## config.mk

```make
export PLATFORM = sky130hd
export DESIGN_NAME = avmm_to_avst_fifo
export DESIGN_NICKNAME = d
export VERILOG_FILES = /design/src/rtl/avmm_to_avst_fifo.sv
export SDC_FILE = /design/constraint.sdc
export NUM_CORES = 2
export LEC_CHECK = 0
export ABC_AREA = 1
export CAP_MARGIN = 20
export CORE_MARGIN = 2
export CORE_UTILIZATION = 55
export CTS_BUF_LIST = sky130_fd_sc_hd__clkbuf_4 sky130_fd_sc_hd__clkbuf_8 sky130_fd_sc_hd__clkbuf_16
export DETAILED_ROUTE_END_ITERATION = 10
export PLACE_DENSITY = 0.72
export SYNTH_ARGS = -nofsm -noshare
export SYNTH_HDL_FRONTEND = slang
export SYNTH_SLANG_ARGS = --single-unit
```

## constraint.sdc

```tcl
create_clock -name wrclock -period 16.2 [get_ports wrclock]
set_clock_uncertainty 0.1 [all_clocks]
set_input_delay 4.86 -clock wrclock [delete_from_list [all_inputs] [get_ports wrclock]]
set_output_delay 4.86 -clock wrclock [all_outputs]
set_load 0.05 [all_outputs]
```

## src/rtl/avmm_to_avst_fifo.sv

```systemverilog
// Avalon-MM write slave feeding an Avalon-ST source through a single-clock FIFO.
// The CPU pushes payload words (addr 0) tagged with a sideband register (addr 1),
// reads the fill level (addr 2) and status (addr 3), and can flush via addr 3 bit 0.
// Storage is a (DEPTH-1)-entry RAM plus a show-ahead output register.
//
// Ports:
//   wrclock, reset                     single clock, async active-high reset
//   avalonmm_write_slave_*             MM slave: address/write/writedata/read,
//                                      readdata (latency 1), waitrequest
//   avalonst_source_*                  ST source: data/channel/error/sop/eop,
//                                      valid, ready
//   irq                                almost-full interrupt (optional)
//
// Optional feature: define AVST_FIFO_AFULL_IRQ_EN to add the almost-full
// threshold register (addr 3 bits [LEVEL_W+7:8]) and the irq output.
module avmm_to_avst_fifo #(
  parameter int unsigned DATA_W    = 32,
  parameter int unsigned DEPTH     = 32,
  parameter int unsigned CHANNEL_W = 8,
  parameter int unsigned ERROR_W   = 8,
  parameter int unsigned LEVEL_W   = $clog2(DEPTH) + 1
) (
  input  logic                 wrclock,
  input  logic                 reset,
  input  logic [1:0]           avalonmm_write_slave_address,
  input  logic                 avalonmm_write_slave_write,
  input  logic [DATA_W-1:0]    avalonmm_write_slave_writedata,
  input  logic                 avalonmm_write_slave_read,
  output logic [31:0]          avalonmm_write_slave_readdata,
  output logic                 avalonmm_write_slave_waitrequest,
  output logic [DATA_W-1:0]    avalonst_source_data,
  output logic [CHANNEL_W-1:0] avalonst_source_channel,
  output logic [ERROR_W-1:0]   avalonst_source_error,
  output logic                 avalonst_source_startofpacket,
  output logic                 avalonst_source_endofpacket,
  output logic                 avalonst_source_valid,
`ifdef AVST_FIFO_AFULL_IRQ_EN
  output logic                 irq,
`endif
  input  logic                 avalonst_source_ready
);

  localparam int unsigned RamN = DEPTH - 1;
  localparam int unsigned PtrW = $clog2(DEPTH);
  localparam int unsigned EntW = DATA_W + CHANNEL_W + ERROR_W + 2;

  // Register-field view of writedata, zero-extended so narrow DATA_W still decodes.
  logic [DATA_W+31:0] wd_ext;
  logic [31:0]        wd;
  logic               unused_wd;
  assign wd_ext    = {32'd0, avalonmm_write_slave_writedata};
  assign wd        = wd_ext[31:0];
  assign unused_wd = ^wd_ext;

  logic [CHANNEL_W-1:0] sb_chan_q;
  logic [ERROR_W-1:0]   sb_err_q;
  logic                 sb_sop_q, sb_eop_q;

  logic [EntW-1:0]    ram_q [RamN];
  logic [PtrW-1:0]    wr_ptr_q, wr_ptr_d, rd_ptr_q, rd_ptr_d;
  logic [LEVEL_W-1:0] level_q, level_d, ram_cnt;
  logic               valid_q, valid_d;
  logic [EntW-1:0]    out_q, out_d, push_entry;
  logic [31:0]        readdata_q, rd_d, rd_sb, rd_status;
  logic               full, empty, afull;
  logic               push, pop, load, flush, sb_wr, ctl_wr, ram_we;

  function automatic logic [PtrW-1:0] ptr_inc(input logic [PtrW-1:0] p);
    return (p == PtrW'(RamN - 1)) ? '0 : p + PtrW'(1);
  endfunction

  assign full    = (level_q == LEVEL_W'(DEPTH));
  assign empty   = (level_q == '0);
  // Output register occupancy is part of level; the rest lives in the RAM.
  assign ram_cnt = level_q - LEVEL_W'(valid_q);

  assign avalonmm_write_slave_waitrequest = reset | full;

  assign push   = avalonmm_write_slave_write && (avalonmm_write_slave_address == 2'd0) &&
                  !avalonmm_write_slave_waitrequest;
  assign sb_wr  = avalonmm_write_slave_write && (avalonmm_write_slave_address == 2'd1);
  assign ctl_wr = avalonmm_write_slave_write && (avalonmm_write_slave_address == 2'd3);
  assign flush  = ctl_wr & wd[0];
  assign pop    = valid_q & avalonst_source_ready;
  assign load   = ~valid_q | pop;

  assign push_entry = {sb_eop_q, sb_sop_q, sb_err_q, sb_chan_q, avalonmm_write_slave_writedata};

  always_comb begin
    valid_d  = valid_q;
    out_d    = out_q;
    rd_ptr_d = rd_ptr_q;
    wr_ptr_d = wr_ptr_q;
    ram_we   = 1'b0;
    level_d  = level_q + LEVEL_W'(push) - LEVEL_W'(pop);
    if (load) begin
      if (ram_cnt != '0) begin
        out_d    = ram_q[rd_ptr_q];
        valid_d  = 1'b1;
        rd_ptr_d = ptr_inc(rd_ptr_q);
      end else if (push) begin
        // Nothing buffered: the incoming word bypasses the RAM.
        out_d   = push_entry;
        valid_d = 1'b1;
      end else begin
        valid_d = 1'b0;
      end
    end
    if (push && !(load && (ram_cnt == '0))) begin
      ram_we   = 1'b1;
      wr_ptr_d = ptr_inc(wr_ptr_q);
    end
    // Flush and push use different addresses, so they never coincide.
    if (flush) begin
      valid_d  = 1'b0;
      level_d  = '0;
      rd_ptr_d = '0;
      wr_ptr_d = '0;
    end
  end

  always_ff @(posedge wrclock or posedge reset) begin
    if (reset) begin
      level_q  <= '0;
      valid_q  <= 1'b0;
      out_q    <= '0;
      rd_ptr_q <= '0;
      wr_ptr_q <= '0;
    end else begin
      level_q  <= level_d;
      valid_q  <= valid_d;
      out_q    <= out_d;
      rd_ptr_q <= rd_ptr_d;
      wr_ptr_q <= wr_ptr_d;
    end
  end

  always_ff @(posedge wrclock) begin
    if (ram_we) ram_q[wr_ptr_q] <= push_entry;
  end

  // Channel/error are sticky; sop/eop are one-shot per accepted word.
  always_ff @(posedge wrclock or posedge reset) begin
    if (reset) begin
      sb_chan_q <= '0;
      sb_err_q  <= '0;
      sb_sop_q  <= 1'b0;
      sb_eop_q  <= 1'b0;
    end else if (sb_wr) begin
      sb_chan_q <= wd[8 +: CHANNEL_W];
      sb_err_q  <= wd[16 +: ERROR_W];
      sb_sop_q  <= wd[24];
      sb_eop_q  <= wd[25];
    end else if (push) begin
      sb_sop_q <= 1'b0;
      sb_eop_q <= 1'b0;
    end
  end

`ifdef AVST_FIFO_AFULL_IRQ_EN
  logic [LEVEL_W-1:0] thr_q;
  logic               armed_q, irq_q;

  assign afull = (level_q >= thr_q);
  assign irq   = irq_q;

  // armed_q blocks a re-fire until afull has dropped at least once.
  always_ff @(posedge wrclock or posedge reset) begin
    if (reset) begin
      thr_q   <= LEVEL_W'(DEPTH - 4);
      armed_q <= 1'b1;
      irq_q   <= 1'b0;
    end else begin
      if (ctl_wr) thr_q <= wd[8 +: LEVEL_W];
      if (!afull) armed_q <= 1'b1;
      else if (armed_q) armed_q <= 1'b0;
      if (ctl_wr && wd[1]) irq_q <= 1'b0;
      else if (afull && armed_q) irq_q <= 1'b1;
    end
  end
`else
  assign afull = 1'b0;
`endif

  always_comb begin
    rd_sb                   = '0;
    rd_sb[8 +: CHANNEL_W]   = sb_chan_q;
    rd_sb[16 +: ERROR_W]    = sb_err_q;
    rd_sb[24]               = sb_sop_q;
    rd_sb[25]               = sb_eop_q;
    rd_status               = '0;
    rd_status[0]            = empty;
    rd_status[1]            = full;
    rd_status[2]            = afull;
`ifdef AVST_FIFO_AFULL_IRQ_EN
    rd_status[8 +: LEVEL_W] = thr_q;
`endif
    case (avalonmm_write_slave_address)
      2'd1:    rd_d = rd_sb;
      2'd2:    rd_d = 32'(level_q);
      2'd3:    rd_d = rd_status;
      default: rd_d = '0;
    endcase
  end

  always_ff @(posedge wrclock or posedge reset) begin
    if (reset) readdata_q <= '0;
    else if (avalonmm_write_slave_read) readdata_q <= rd_d;
  end

  assign avalonmm_write_slave_readdata = readdata_q;
  assign avalonst_source_valid         = valid_q;
  assign avalonst_source_data          = out_q[DATA_W-1:0];
  assign avalonst_source_channel       = out_q[DATA_W +: CHANNEL_W];
  assign avalonst_source_error         = out_q[DATA_W+CHANNEL_W +: ERROR_W];
  assign avalonst_source_startofpacket = out_q[EntW-2];
  assign avalonst_source_endofpacket   = out_q[EntW-1];

endmodule
```

# Word-level counts from Yosys, hierarchy flattened
# Memories as Yosys holds them, arrays and structs flattened.
# Index checks and enable logic that the tools add are counted.
# word_totals
reg_bits,117
ramBits,1550
n_memories,1
# classes
n_addsub,5
eq_ne,6
n_mux,21
bitwise_logic,5
n_reduce_logical,19
# mem_list
name,depth,width,read_ports,rd_clocked_by_memory_dff,wr,line_no,source
ram_q,31,50,1,0,1,59,logic [EntW-1:0] ram_q [RamN];
# op_table
cell,n
$mux 50,2
$pmux 26 s3,1
$mux 5,7
$logic_not 6->1,2
$sub 6x1->6,2
$add 5x1->5 const B,2
$eq 5x5->1 const B,2
$mux 1,10
$reduce_bool 2->1,5
$add 6x1->6,1
$eq 6x6->1 const B,1
$logic_and 1x1->1,6
$mux 6,1
$reduce_bool 6->1,1
$eq 2x2->1 const B,2
$reduce_and 2->1,2
$and 1x1->1,2
$eq 2x1->1 const B,1
$logic_not 1->1,2
$logic_not 2->1,1
$or 1x1->1,2
$not 1->1,1

# Longest topological paths before layout
# logic_depth
word_depth,8
ltp_mapped,15

# Worst setup path after synthesis
# No wires, ideal clock.
# synth_timing
kind,input to output
start,in reset
end,out avalonmm_write_slave_waitrequest
t_arrival_ps,8182
required_time_ps,11240
setup_slack_ps,3058
stages,2
path_buffers,0
cell_sequence,inv_1 > nand2_1
# synth_between
elab_chain_len,1
# synth_rtl
element,line_no,source
start: declaration,24,"input logic reset,"
$or 1x1->1,77,assign avalonmm_write_slave_waitrequest = reset | full;
end: declaration,30,"output logic avalonmm_write_slave_waitrequest,"
# No other way between the ends.

# Final worst setup path
# Same ends and word-level chain as after synthesis.

==> flow_metrics.env <==
export IMPL_ant_nets=0
export IMPL_end_kind="output pin"
export IMPL_syn_inst=6011
export IMPL_htree_num_levels=4
export IMPL_overflow=0
export IMPL_hold_start="out_q[25]$_DFFE_PP0P_"
export IMPL_cp_max_fo=54
export IMPL_max_cap_violations=0
export IMPL_reg2regPathDepth=11
export IMPL_insertion_delay_ns=0.79
export IMPL_slowest_delay_ns=0.72
export IMPL_synth_ff_type="edfxtp_1"
export IMPL_worstPathRequired_ns=11.24
export IMPL_track_usage_pct=29.2
export IMPL_drv_slew=0
export IMPL_grt_max_degree=212
export IMPL_finalCritPeriodShare_pct=71.8
export IMPL_synth_area_leaders="edfxtp_1 (68%), nand2_1 (8.1%), nor2_1 (5.1%)"
export IMPL_core_area_um2=124000
export IMPL_clkSinkCount=1659
export IMPL_layout_drive_gt1_share_pct=7.99
export IMPL_min_period_ns=11.63
export IMPL_wl_per_cell_um=23.6
export IMPL_syn2layout_area_growth_pct=11.8
export IMPL_final_setup_worst_slack_ns=4.57
export IMPL_r2r_end="out_q[12]$_DFFE_PP0P_"
export IMPL_drc=0
export IMPL_ctsHoldBuffers=0
export IMPL_critical_path_top_delay_family="buffers and inverters"
export IMPL_syn_area_um2=68400
export IMPL_power_density_nw_per_um2=168
export IMPL_leakage_nw=28.5
export IMPL_cp_common_cell="clkdlybuf4s50_1"
export IMPL_status="finished clean"
export IMPL_critical_path_arrival_ns=6.67
export IMPL_ios=123
export IMPL_relSlewSlack_pct=19.2
export IMPL_avgSynthCellArea_um2=11.4
export IMPL_worst_pin_slew_ns=1.21
export IMPL_drt_iter0_drc=6598
export IMPL_start_kind="input port"
export IMPL_cts_resized=0
export IMPL_die_area_um2=127000
export IMPL_routed_wl_um=185000
export IMPL_ir_worst_vdd_v=0.000189
export IMPL_utilization_pct=61.9
export IMPL_synth_top_area_share_pct=68.0
export IMPL_stdcell_area_um2=76500
export IMPL_drt_pass1_iterations=6
export IMPL_die_w_um=357
export IMPL_reg2reg_from="rd_ptr_q[0]$_DFFE_PP0P_"
export IMPL_cp_buffers_inverters=3
export IMPL_hold_depth=2
export IMPL_vias_per_cell=5.89
export IMPL_hold_path_class="reg -> reg"
export IMPL_grt_pass1_wl_um=276000
export IMPL_nets=6132
export IMPL_place_ws_ns=4.52
export IMPL_rsz0062_at_grt="no"
export IMPL_startpoint="reset"
export IMPL_crit_type="in -> out"
export IMPL_root_buffer="clkbuf_16"
export IMPL_ys_seq_area_share_pct=72.0
export IMPL_antenna_found_initial=4
export IMPL_numCtsBuffers=162
export IMPL_finalSetupViolations=0
export IMPL_place_gp_congestion=0.848
export IMPL_r2r_slack_ns=11.72
export IMPL_initial_core_util_pct=55.3
export IMPL_yosys_top_cells_count="edfxtp_1 (1550), nand2_1 (1480), nor2_1 (927), nand3_1 (614), o21ai_0 (308)"
export IMPL_async_reset_ff_share_pct=6.57
export IMPL_whs_endpoint="out_q[25]$_DFFE_PP0P_"
export IMPL_ys_ff_latch=1659
export IMPL_fill_cells=9292
export IMPL_synth_edf_count=1550
export IMPL_post_dp_hpwl_um=94300
export IMPL_tns_ns=0
export IMPL_synthDistinctLibCells=43
export IMPL_tritoncts="done"
export IMPL_num_vias=46200
export IMPL_dieHeight_um=357
export IMPL_first_global_vias=44300
export IMPL_path_clk_slew_ns=0.06
export IMPL_synth_top_area_cell="edfxtp_1"
export IMPL_port_buffers=114
export IMPL_fmax_mhz=86.0
export IMPL_post_cts_setup_buffers=0
export IMPL_placedInstanceArea_um2=70800
export IMPL_worstPathCellList="clkdlybuf4s50_1, inv_6, nand2_1, clkdlybuf4s50_1"
export IMPL_clockBufferDepth=3
export IMPL_timing_hold_violations_final=0
export IMPL_yosysMostFrequentCell="edfxtp_1"
export IMPL_cp_slowest_cell="clkdlybuf4s50_1"
export IMPL_rows=129
export IMPL_yosys_warnings=0
-- area by class of cell --
class | instances | area, um^2 | area share, %
diodes | 2 | 5.00 | 0.00654
clock buffers | 236 | 4840 | 6.32
clock inverters | 64 | 544 | 0.711
inverters | 226 | 880 | 1.15
multi-input cells | 3772 | 16500 | 21.5
flip-flops and latches | 1659 | 49300 | 64.4
well taps | 1637 | 2050 | 2.68
repair buffers | 251 | 2450 | 3.20
-- worst register-to-register path: stages (launching register included) --
cell     delay (ns)
dfrtp_4        0.65
inv_8          0.72
buf_12         0.74
buf_4          1.14
nand2_1        0.15
nand2_1        0.11
nand2_1        0.05
nand3_1        0.13
nand3_1        0.09
nand2_1        0.19
nand3_1        0.16
a21oi_1        0.20
-- logic make-up (layout without fill, tap and decap cells) --
group | Yosys count | count (layout) | share of synthesized area, %
fa+ha+maj | 21 | 21 | 0.395
simple gates | 3100 | 3100 | 18.4
mux | 4 | 4 | 0.0658
other cells | 1 | 10 | 0.00548
compound gates | 635 | 635 | 4.85
xor+xnor | 4 | 4 | 0.0512
flops | 1659 | 1659 | 72.0
buf+inv | 587 | 777 | 4.21
-- sequential cells by signal, summed over array words and instances, names as in the netlist --
| signal | flops |
|---|---|
| sb_eop_q | 1 |
| avalonst_source_valid | 1 |
| out_q | 50 |
| sb_chan_q | 8 |
| level_q | 6 |
| sb_err_q | 8 |
| avalonmm_write_slave_readdata | 24 |
| wr_ptr_q | 5 |
| sb_sop_q | 1 |
| ram_q | 1550 |
| rd_ptr_q | 5 |
-- per-layer routing --
layer  GRT usage [%]  routed length [um]  up-vias
li1                -                   -    20700
met5               0                  30        -
met1            40.4               71500    22400
met2            46.7               87500     2675
met4            10.8                6320        6
met3            5.37               20000      412
-- power breakdown --
group	total (mW)	internal [mW]	leakage [nW]	switching [mW]
Clock	3.79	2.22	2.71	1.57
Combinational	4.02	1.11	10.5	2.91
Sequential	5.05	4.86	15.3	0.190
Total	12.9	8.18	28.5	4.68
-- layout by cell type, fill, tap and decap left out, types with 25 or more instances in the layout --
| master | n |
|---|---|
| inv_1 | 213 |
| o21ai_1 | 122 |
| clkinv_1 | 27 |
| clkdlybuf4s50_1 | 112 |
| nand2_1 | 1479 |
| clkbuf_16 | 172 |
| o211ai_1 | 43 |
| o21ai_0 | 308 |
| clkbuf_4 | 52 |
| nand3_1 | 614 |
| dfrtp_1 | 104 |
| edfxtp_1 | 1550 |
| clkinv_2 | 25 |
| buf_4 | 118 |
| nor3_2 | 30 |
| nor2_1 | 926 |
| a21oi_1 | 149 |
-- worst max-delay path by stage --
| stage | to | slack, ns | cells after the start |
|---|---|---|---|
| after floorplan | avalonmm_write_slave_waitrequest | 3.06 | 2 |
| after global placement | avalonmm_write_slave_waitrequest | 4.53 | 4 |
| after detailed placement | avalonmm_write_slave_waitrequest | 4.52 | 4 |
| after CTS | avalonmm_write_slave_waitrequest | 4.52 | 4 |
| after global routing | avalonmm_write_slave_waitrequest | 4.44 | 4 |
| final | avalonmm_write_slave_waitrequest | 4.57 | 4 |
-- stage by stage --
stage | power (mW) | instances | hold WS (ns)
after detailed placement | 9.07 | 7533 | 0.369
after floorplan | 7.82 | 6018 | 0.402
after CTS | 12.8 | 7833 | 0.386
after global routing | 13.4 | 7845 | 0.402
after global placement | 9.00 | 7531 | 0.372
final | 12.9 | 7847 | 0.381
Power figures use the tool's default switching activity.
